<file path="src/rtl/mem_pingpong_ctrl.sv">
// mem_pingpong_ctrl: ping/pong bank sequencer for the transpose buffers.
// It owns bank occupancy, generates write bank/address/sub-word for each beat,
// and hands full banks to the reader one address per accepted read.
// Optional build macro: MEM_PP_STALL_CNT_EN adds a saturating stall_cnt output.
module mem_pingpong_ctrl #(
  parameter int unsigned MEM_DEPTH  = 16,
  parameter int unsigned log2_DEPTH = 4
) (
  input  logic                  clk,
  input  logic                  rst,
  input  logic [log2_DEPTH-1:0] num_of_dat,
  input  logic                  rank_mode,
  input  logic                  in_vld,
  output logic                  in_rdy,
  output logic                  wen,
  output logic                  wbank,
  output logic [log2_DEPTH-1:0] waddr,
  output logic [1:0]            word_addr,
  output logic                  out_vld,
  input  logic                  out_rdy,
  output logic                  rbank,
  output logic [log2_DEPTH-1:0] raddr,
`ifdef MEM_PP_STALL_CNT_EN
  output logic [15:0]           stall_cnt,
`endif
  output logic                  done
);

  localparam int unsigned AW = log2_DEPTH;

  // Depth and address width must describe the same bank size.
  if (MEM_DEPTH != (32'd1 << AW)) begin : g_depth_check
    $error("mem_pingpong_ctrl: MEM_DEPTH must equal 2**log2_DEPTH");
  end

  logic [1:0]    full;
  logic [1:0]    full_nxt;
  logic          wr_ptr;
  logic          rd_ptr;
  logic [AW-1:0] wr_cnt;
  logic [AW-1:0] rd_cnt;
  logic [1:0]    wsub;
  logic [AW-1:0] len [2];
  logic [1:0]    mode;

  logic          first_beat;
  logic [AW-1:0] cur_len;
  logic          cur_mode;
  logic          wr_last;
  logic          rd_fire;
  logic          rd_last;

  // Handshake and address outputs follow the bank state directly.
  assign in_rdy    = ~full[wr_ptr];
  assign wen       = in_vld & in_rdy;
  assign wbank     = wr_ptr;
  assign waddr     = wr_cnt;
  assign word_addr = wsub;
  assign out_vld   = full[rd_ptr];
  assign rbank     = rd_ptr;
  assign raddr     = rd_cnt;

  // The first beat of a bank uses the live config, later beats the latched one.
  always_comb begin
    first_beat = (wr_cnt == '0) && (wsub == 2'd0);
    cur_len    = first_beat ? num_of_dat : len[wr_ptr];
    cur_mode   = first_beat ? rank_mode  : mode[wr_ptr];
    wr_last    = (wr_cnt == cur_len) && (!cur_mode || (wsub == 2'd3));
    rd_fire    = out_vld & out_rdy;
    rd_last    = (rd_cnt == len[rd_ptr]);
  end

  // Occupancy update: write-set and read-clear always land on different banks.
  always_comb begin
    full_nxt = full;
    if (wen && wr_last) full_nxt[wr_ptr] = 1'b1;
    if (rd_fire && rd_last) full_nxt[rd_ptr] = 1'b0;
  end

  // Bank occupancy, write-side sequencing and per-bank config capture.
  always_ff @(posedge clk) begin
    if (rst) begin
      full   <= 2'b00;
      wr_ptr <= 1'b0;
      wr_cnt <= '0;
      wsub   <= 2'd0;
      len[0] <= '0;
      len[1] <= '0;
      mode   <= 2'b00;
    end else begin
      full <= full_nxt;
      if (wen) begin
        if (first_beat) begin
          len[wr_ptr]  <= num_of_dat;
          mode[wr_ptr] <= rank_mode;
        end
        if (wr_last) begin
          wr_ptr <= ~wr_ptr;
          wr_cnt <= '0;
          wsub   <= 2'd0;
        end else if (cur_mode) begin
          wsub <= wsub + 2'd1;
          if (wsub == 2'd3) wr_cnt <= wr_cnt + AW'(1);
        end else begin
          wr_cnt <= wr_cnt + AW'(1);
        end
      end
    end
  end

  // Read-side address sequencing and end-of-bank pulse.
  always_ff @(posedge clk) begin
    if (rst) begin
      rd_ptr <= 1'b0;
      rd_cnt <= '0;
      done   <= 1'b0;
    end else begin
      done <= rd_fire && rd_last;
      if (rd_fire) begin
        if (rd_last) begin
          rd_ptr <= ~rd_ptr;
          rd_cnt <= '0;
        end else begin
          rd_cnt <= rd_cnt + AW'(1);
        end
      end
    end
  end

`ifdef MEM_PP_STALL_CNT_EN
  // Saturating count of cycles where a beat is offered but refused.
  always_ff @(posedge clk) begin
    if (rst) begin
      stall_cnt <= 16'h0000;
    end else if (in_vld && !in_rdy && (stall_cnt != 16'hFFFF)) begin
      stall_cnt <= stall_cnt + 16'd1;
    end
  end
`endif

endmodule

</file>
<file path="config.mk">
export PLATFORM = sky130hd
export DESIGN_NAME = mem_pingpong_ctrl
export DESIGN_NICKNAME = d
export VERILOG_FILES = /design/src/rtl/mem_pingpong_ctrl.sv
export SDC_FILE = /design/constraint.sdc
export NUM_CORES = 1
export LEC_CHECK = 0
export BUFFER_PORTS_ARGS = -buffer_cell sky130_fd_sc_hd__buf_2
export CAP_MARGIN = 20
export CORE_MARGIN = 1.5
export CORE_UTILIZATION = 30
export CTS_CLUSTER_SIZE = 8
export DETAILED_ROUTE_END_ITERATION = 16
export PLACE_DENSITY = 0.59
export REMOVE_ABC_BUFFERS = 1
export SYNTH_ARGS = -nofsm -noshare
export SYNTH_HDL_FRONTEND = slang
export SYNTH_SLANG_ARGS = --single-unit
export TNS_END_PERCENT = 1
</file>
<file path="constraint.sdc">
create_clock -name clk -period 2.5 [get_ports clk]
set_clock_uncertainty 0.2 [all_clocks]
set_input_delay 0.375 -clock clk [delete_from_list [all_inputs] [get_ports clk]]
set_output_delay 0.375 -clock clk [all_outputs]
set_load 0.01 [all_outputs]
</file>
==> impl_metrics.toml, run 1 <==
[clock_network]
cts_setup_buffers = 0
clock-sinks = 27
clk_pin_slew_worst_paths_ps = 90
hold_buffers = 0
cts_made_buffers = 3
max-clock-path-buffers = 2
htree_levels = 1
cts_root_buffer = "clkbuf_8"
insertion_delay_ps = 270
tritoncts = "yes"
post_cts_resized = 0

[synthesis]
ys_seq_elements = 27
syn_area_sq_um = 1450
async_flop_share = 0
syn_avg_cell_area_sq_um = 9.52
synth_edf_count = 8
ys.flop_type = "dfxtp_1"
ys_seq_area_frac = 0.429
synthCells = 152
yosysWarningCount = 0
ys_types = 31

[placement]
place_ws_ps = 219
place.gp.congestion = 0.730
dp_hpwl_mm = 2.14
numPortBuffers = 24
placed_area_sq_um = 1640

[sta]
tns_ps = 0
fmax_mhz = 442
rsz0062_at_grt = "false"
relSlewSlack = 0.689
fin_crit_sh = 0.904
setup_viol = 0
fin_crit_ps = 2260
worst_slack_ps = 239
hold_viol_final = 0
tightestPinTransition_ps = 462
slew_violations = 0
holdWs_ps = 188

[drt]
ant_nets = 0
route.detailed.drc = 0
vias = 1075
wl_per_cell_um = 11.9
firstDrtPassIters = 4
viasPerCell = 4.63
first_iter_violations = 23
wl_mm = 2.76

[critical_path]
path_cells = "inv_1, ha_1, nand4bb_1, buf_4, mux2i_1, xor2_1, nand4_1, or3_4, a221oi_2"
cp_top_family = "simple AND/OR/NAND/NOR gates"
crit_required_ps = 2500
worstPathArrival_ps = 2260
crit_path_end_kind = "flip-flop"
cp_num_buf_inv = 2
slowest_stage = "dfxtp_1"
cp.depth = 9
rr_worst_depth = 9
critPathMaxStageDelay_ps = 390
worst-setup-path-type = "flip-flop to flip-flop"
cp_max_fo = 7
critPathLaunchType = "flip-flop"

[grt]
antenna_found_initial = 0
grt_pass1_vias = 969
grt_overflow_total = 0
grt_max_degree = 19
grt_util_all_layers = 0.111
grt_pass1_wl_mm = 4.56

[final_layout]
final_cell_mix = "24 x buf_2, 19 x dfxtp_1, 14 x nand2_1"
mostFrequentLayoutCell = "buf_2"
nNetsFinal = 193
drive_gt1_frac = 0.253
utilization = 0.360
antenna_cells = 0
syn_to_final_growth_pct = 16.6
finish.instance_area_sq_um = 1690

[worst_hold_path]
holdPathStages = 3
hp-class = "input port to flip-flop"

[status]
status = "finished, final reports clean"

[power_and_ir_drop]
power.density_nw_per_um2 = 944
leakage_nw = 0.693
vdd_ir_drop_max_mv = 0.316

[run]
max_cap_violations = 0

[floorplan]
core.rowCount = 25
core_sq_um = 4690
num_io_pins = 25
fp.dieW_um = 72.5
dieArea_sq_um = 5250
start_util = 0.309
die_y_um = 72.5
==> cell type report <==
class	count	area, sq um
Clock buffer	3	41.3
Clock inverter	1	5.00
Fill cell	496	3000
Inverter	12	45.0
Multi-Input combinational cell	106	751
Sequential cell	27	621
Tap cell	54	67.6
Timing Repair Buffer	29	158
==> worst min-delay path: stages <==
cell and delay, ps:
buf_2 130, nand2_1 50, o21ai_0 70
==> final timing paths <==
kind	start	to	slack (ps)
worst max-delay path	word_addr[1]$_SDFFE_PP0P_	full[0]$_SDFF_PP0_	240
worst max register to register	word_addr[1]$_SDFFE_PP0P_	full[0]$_SDFF_PP0_	240
worst min-delay path	rank_mode	mode[1]$_SDFFE_PP0P_	190
worst min register to register	mode[1]$_SDFFE_PP0P_	mode[1]$_SDFFE_PP0P_	280
==> cells in the mapped netlist (2+ instances only) <==
cell	instances	area share
dfxtp_1	19	0.26
a21oi_1	6	0.021
nand3_1	5	0.017
mux2_2	6	0.047
or2_2	2	0.0086
xor2_1	7	0.042
a31oi_1	3	0.013
o21ai_0	6	0.021
edfxtp_1	8	0.17
clkbuf_1	5	0.013
xnor2_1	5	0.030
nand2_1	14	0.036
ha_1	5	0.043
and2_1	9	0.039
mux2i_1	10	0.069
nor2_1	8	0.021
a21o_1	2	0.010
nand4_1	3	0.013
inv_1	12	0.031
nor3_1	6	0.021
==> metrics by stage <==
step           std cells  power, W
2_1_floorplan        145   0.00113
3_3_place_gp         228   0.00135
3_5_place_dp         228   0.00136
4_1_cts              232   0.00162
5_1_grt              232   0.00172
6_report             232   0.00159
==> routing by layer <==
metal,global-route usage,up-vias,wire [um]
li1,-,567,-
met4,0.0314,0,10
met1,0.138,483,1300
met3,0.0319,2,115
met5,0,-,0
met2,0.187,23,1340
==> logic make-up (layout without fill, tap and decap cells) <==
| group | Yosys count | in the layout | synth area share |
|---|---|---|---|
| simple gates | 52 | 52 | 0.185 |
| flops | 27 | 27 | 0.429 |
| compound gates | 20 | 20 | 0.0864 |
| buf+inv | 19 | 45 | 0.0527 |
| mux | 17 | 17 | 0.131 |
| xor+xnor | 12 | 12 | 0.0726 |
| fa+ha+maj | 5 | 5 | 0.0432 |
==> registers in the layout, indices dropped and copies added (netlist names), named ones only <==
signal     flops
len            8
raddr          4
waddr          4
full           2
mode           2
word_addr      2
done           1
rbank          1
wbank          1
==> power by group <==
| group | switching, W | internal, W |
|---|---|---|
| Sequential | 0.0000569 | 0.000538 |
| Clock | 0.000139 | 0.000112 |
| Combinational | 0.000393 | 0.000356 |
Power figures use the tool's default switching activity.
==> inputs of run 2 (changes only) <==
ABC_AREA = 1   (was unset)
GPL_TIMING_DRIVEN = 0   (was unset)
==> impl_metrics.toml, run 2 <==
[status]
status = "finished, final reports clean"

[final_layout]
nNetsFinal = 263
drive_gt1_frac = 0.194
syn_to_final_growth_pct = 14.5
final_cell_mix = "62 x nand2_1, 28 x nor2_1, 25 x inv_1"
mostFrequentLayoutCell = "nand2_1"
largest_reg_flops = 8
antenna_cells = 0
largest-register = "len"

[critical_path]
cp_max_fo = 10
critPathMaxStageDelay_ps = 450
worst-setup-path-type = "flip-flop to flip-flop"
path_cells = "inv_1, ha_1, nand2_1, inv_2, nand2_8, nand2_1, nand3_1, nand2_1, nor2_4, nand2_4, nand2_2, nand2_2, nand2_1, nand2_1, nor2_1"
critPathLaunchType = "flip-flop"
crit_required_ps = 2520
crit_path_end_kind = "flip-flop"
critPathLaunch = "waddr[1]$_SDFFE_PP0P_"
worstPathArrival_ps = 2120
endpoint = "word_addr[1]$_SDFFE_PP0P_"
slowest_stage = "dfxtp_1"
rr_worst_depth = 15
r2r_setup_slack_ps = 400
crit_path_frequent_cell = "nand2_1"
r2r_start = "waddr[1]$_SDFFE_PP0P_"
r2r_end = "word_addr[1]$_SDFFE_PP0P_"

[drt]
first_iter_violations = 48
vias = 1388
wl_per_cell_um = 10.2
ant_nets = 0
route.detailed.drc = 0
firstDrtPassIters = 4
viasPerCell = 4.36
wl_mm = 3.24

[floorplan]
start_util = 0.311
die_y_um = 76.0
core.rowCount = 26
num_io_pins = 25
core_sq_um = 5140
dieArea_sq_um = 5780
fp.dieW_um = 76.0

[clock_network]
clk_pin_slew_worst_paths_ps = 90
hold_buffers = 0
post_cts_resized = 0
htree_levels = 1
clock-sinks = 27
cts_made_buffers = 3
insertion_delay_ps = 270
max-clock-path-buffers = 2
cts_root_buffer = "clkbuf_8"
cts_setup_buffers = 0
tritoncts = "yes"

[placement]
dp_hpwl_mm = 2.59
numPortBuffers = 24
place.gp.congestion = 0.760

[synthesis]
syn_avg_cell_area_sq_um = 7.18
synthCells = 223
ys.flop_type = "dfxtp_1"
syn_area_sq_um = 1600
async_flop_share = 0
synth_top_area_cell = "dfxtp_1"
ys_seq_area_frac = 0.388
synth_edf_count = 8
synth_most_common_cell = "nand2_1"
ys_seq_elements = 27
ys_types = 27
synth_common_cells = "62 x nand2_1, 28 x nor2_1, 25 x inv_1, 21 x nand3_1, 19 x dfxtp_1"
synth.area.top_cells = "dfxtp_1 24%, edfxtp_1 15%, nand2_1 15%"
yosysWarningCount = 0
yosysTopAreaCellShare = 0.238

[sta]
hold_viol_final = 0
fin_crit_ps = 2100
relSlewSlack = 0.740
rsz0062_at_grt = "false"
slew_violations = 0
tns_ps = 0
setup_viol = 0
tightestPinTransition_ps = 389
fin_crit_sh = 0.840
fmax_mhz = 476

[grt]
antenna_found_initial = 0
grt_util_all_layers = 0.122
grt_pass1_vias = 1326
grt_max_degree = 16
grt_pass1_wl_mm = 5.80
grt_overflow_total = 0

[worst_hold_path]
hp-class = "input port to flip-flop"

[power_and_ir_drop]
vdd_ir_drop_max_mv = 0.540
leakage_nw = 0.883
power.density_nw_per_um2 = 992
p_total_w = 0.00182

[run]
max_cap_violations = 0
-- run 2: kinds of logic (layout without fill, tap and decap cells) --
kind of cell	count (synthesis)	in the layout	share of synthesized area
AO/OA/AOI/OAI	23	23	0.0782
XOR/XNOR	5	5	0.0274
adder cells (fa/ha/maj)	5	5	0.0391
buffers and inverters	34	59	0.0860
flip-flops	27	27	0.388
AND/OR/NAND/NOR	129	129	0.382
-- run 2: final cells by class --
type | instances | area, sq um
clock buffer | 3 | 41.3
sequential | 27 | 621
multi-input combinational | 162 | 842
fill | 582 | 3310
inverter | 31 | 116
tap | 70 | 87.6
clock inverter | 1 | 5.00
timing repair buffer | 24 | 120
-- run 2: worst min path at each step --
stage | startpoint | endpoint | slack (ps) | depth (start not counted)
final | rst | waddr[1]$_SDFFE_PP0P_ | 140 | 2
after global routing | rst | waddr[1]$_SDFFE_PP0P_ | 150 | 2
after CTS | rst | waddr[1]$_SDFFE_PP0P_ | 140 | 2
after detailed placement | full[0]$_SDFF_PP0_ | full[0]$_SDFF_PP0_ | 260 | 2
after global placement | full[0]$_SDFF_PP0_ | full[0]$_SDFF_PP0_ | 260 | 2
after floorplan | full[0]$_SDFF_PP0_ | full[0]$_SDFF_PP0_ | 240 | 2
-- run 2: critical path, delay by kind of cell, from the launching register on --
kind | cells | cell delay (ps)
adders and majority gates | 1 | 190
DFF | 1 | 450
and+or+nand+nor | 12 | 980
buffers and inverters | 2 | 210
-- run 2: through the flow --
step | cell area, sq um | setup slack, ps | hold WS (ps) | util | std cells
final | 1830 | 400 | 143 | 0.357 | 318
after global routing | 1830 | 173 | 148 | 0.357 | 318
after CTS | 1830 | 389 | 139 | 0.357 | 318
after detailed placement | 1790 | 423 | 260 | 0.348 | 314
after global placement | 1790 | 419 | 257 | 0.348 | 314
after floorplan | 1580 | 547 | 240 | - | 220
-- run 2: per-layer routing --
metal	GRT usage	vias to the layer above	wire length [um]
met2	0.206	20	1530
li1	-	758	-
met1	0.159	606	1600
met4	0.0500	0	43
met5	0	-	0
met3	0.0120	4	68
-- run 2: report_power, final --
group | leakage [nW] | internal, W | switching [W] | total [W]
sequential | 0.237 | 0.000520 | 0.0000552 | 0.000576
clock | 0.0255 | 0.000112 | 0.000143 | 0.000255
combinational | 0.621 | 0.000336 | 0.000652 | 0.000988
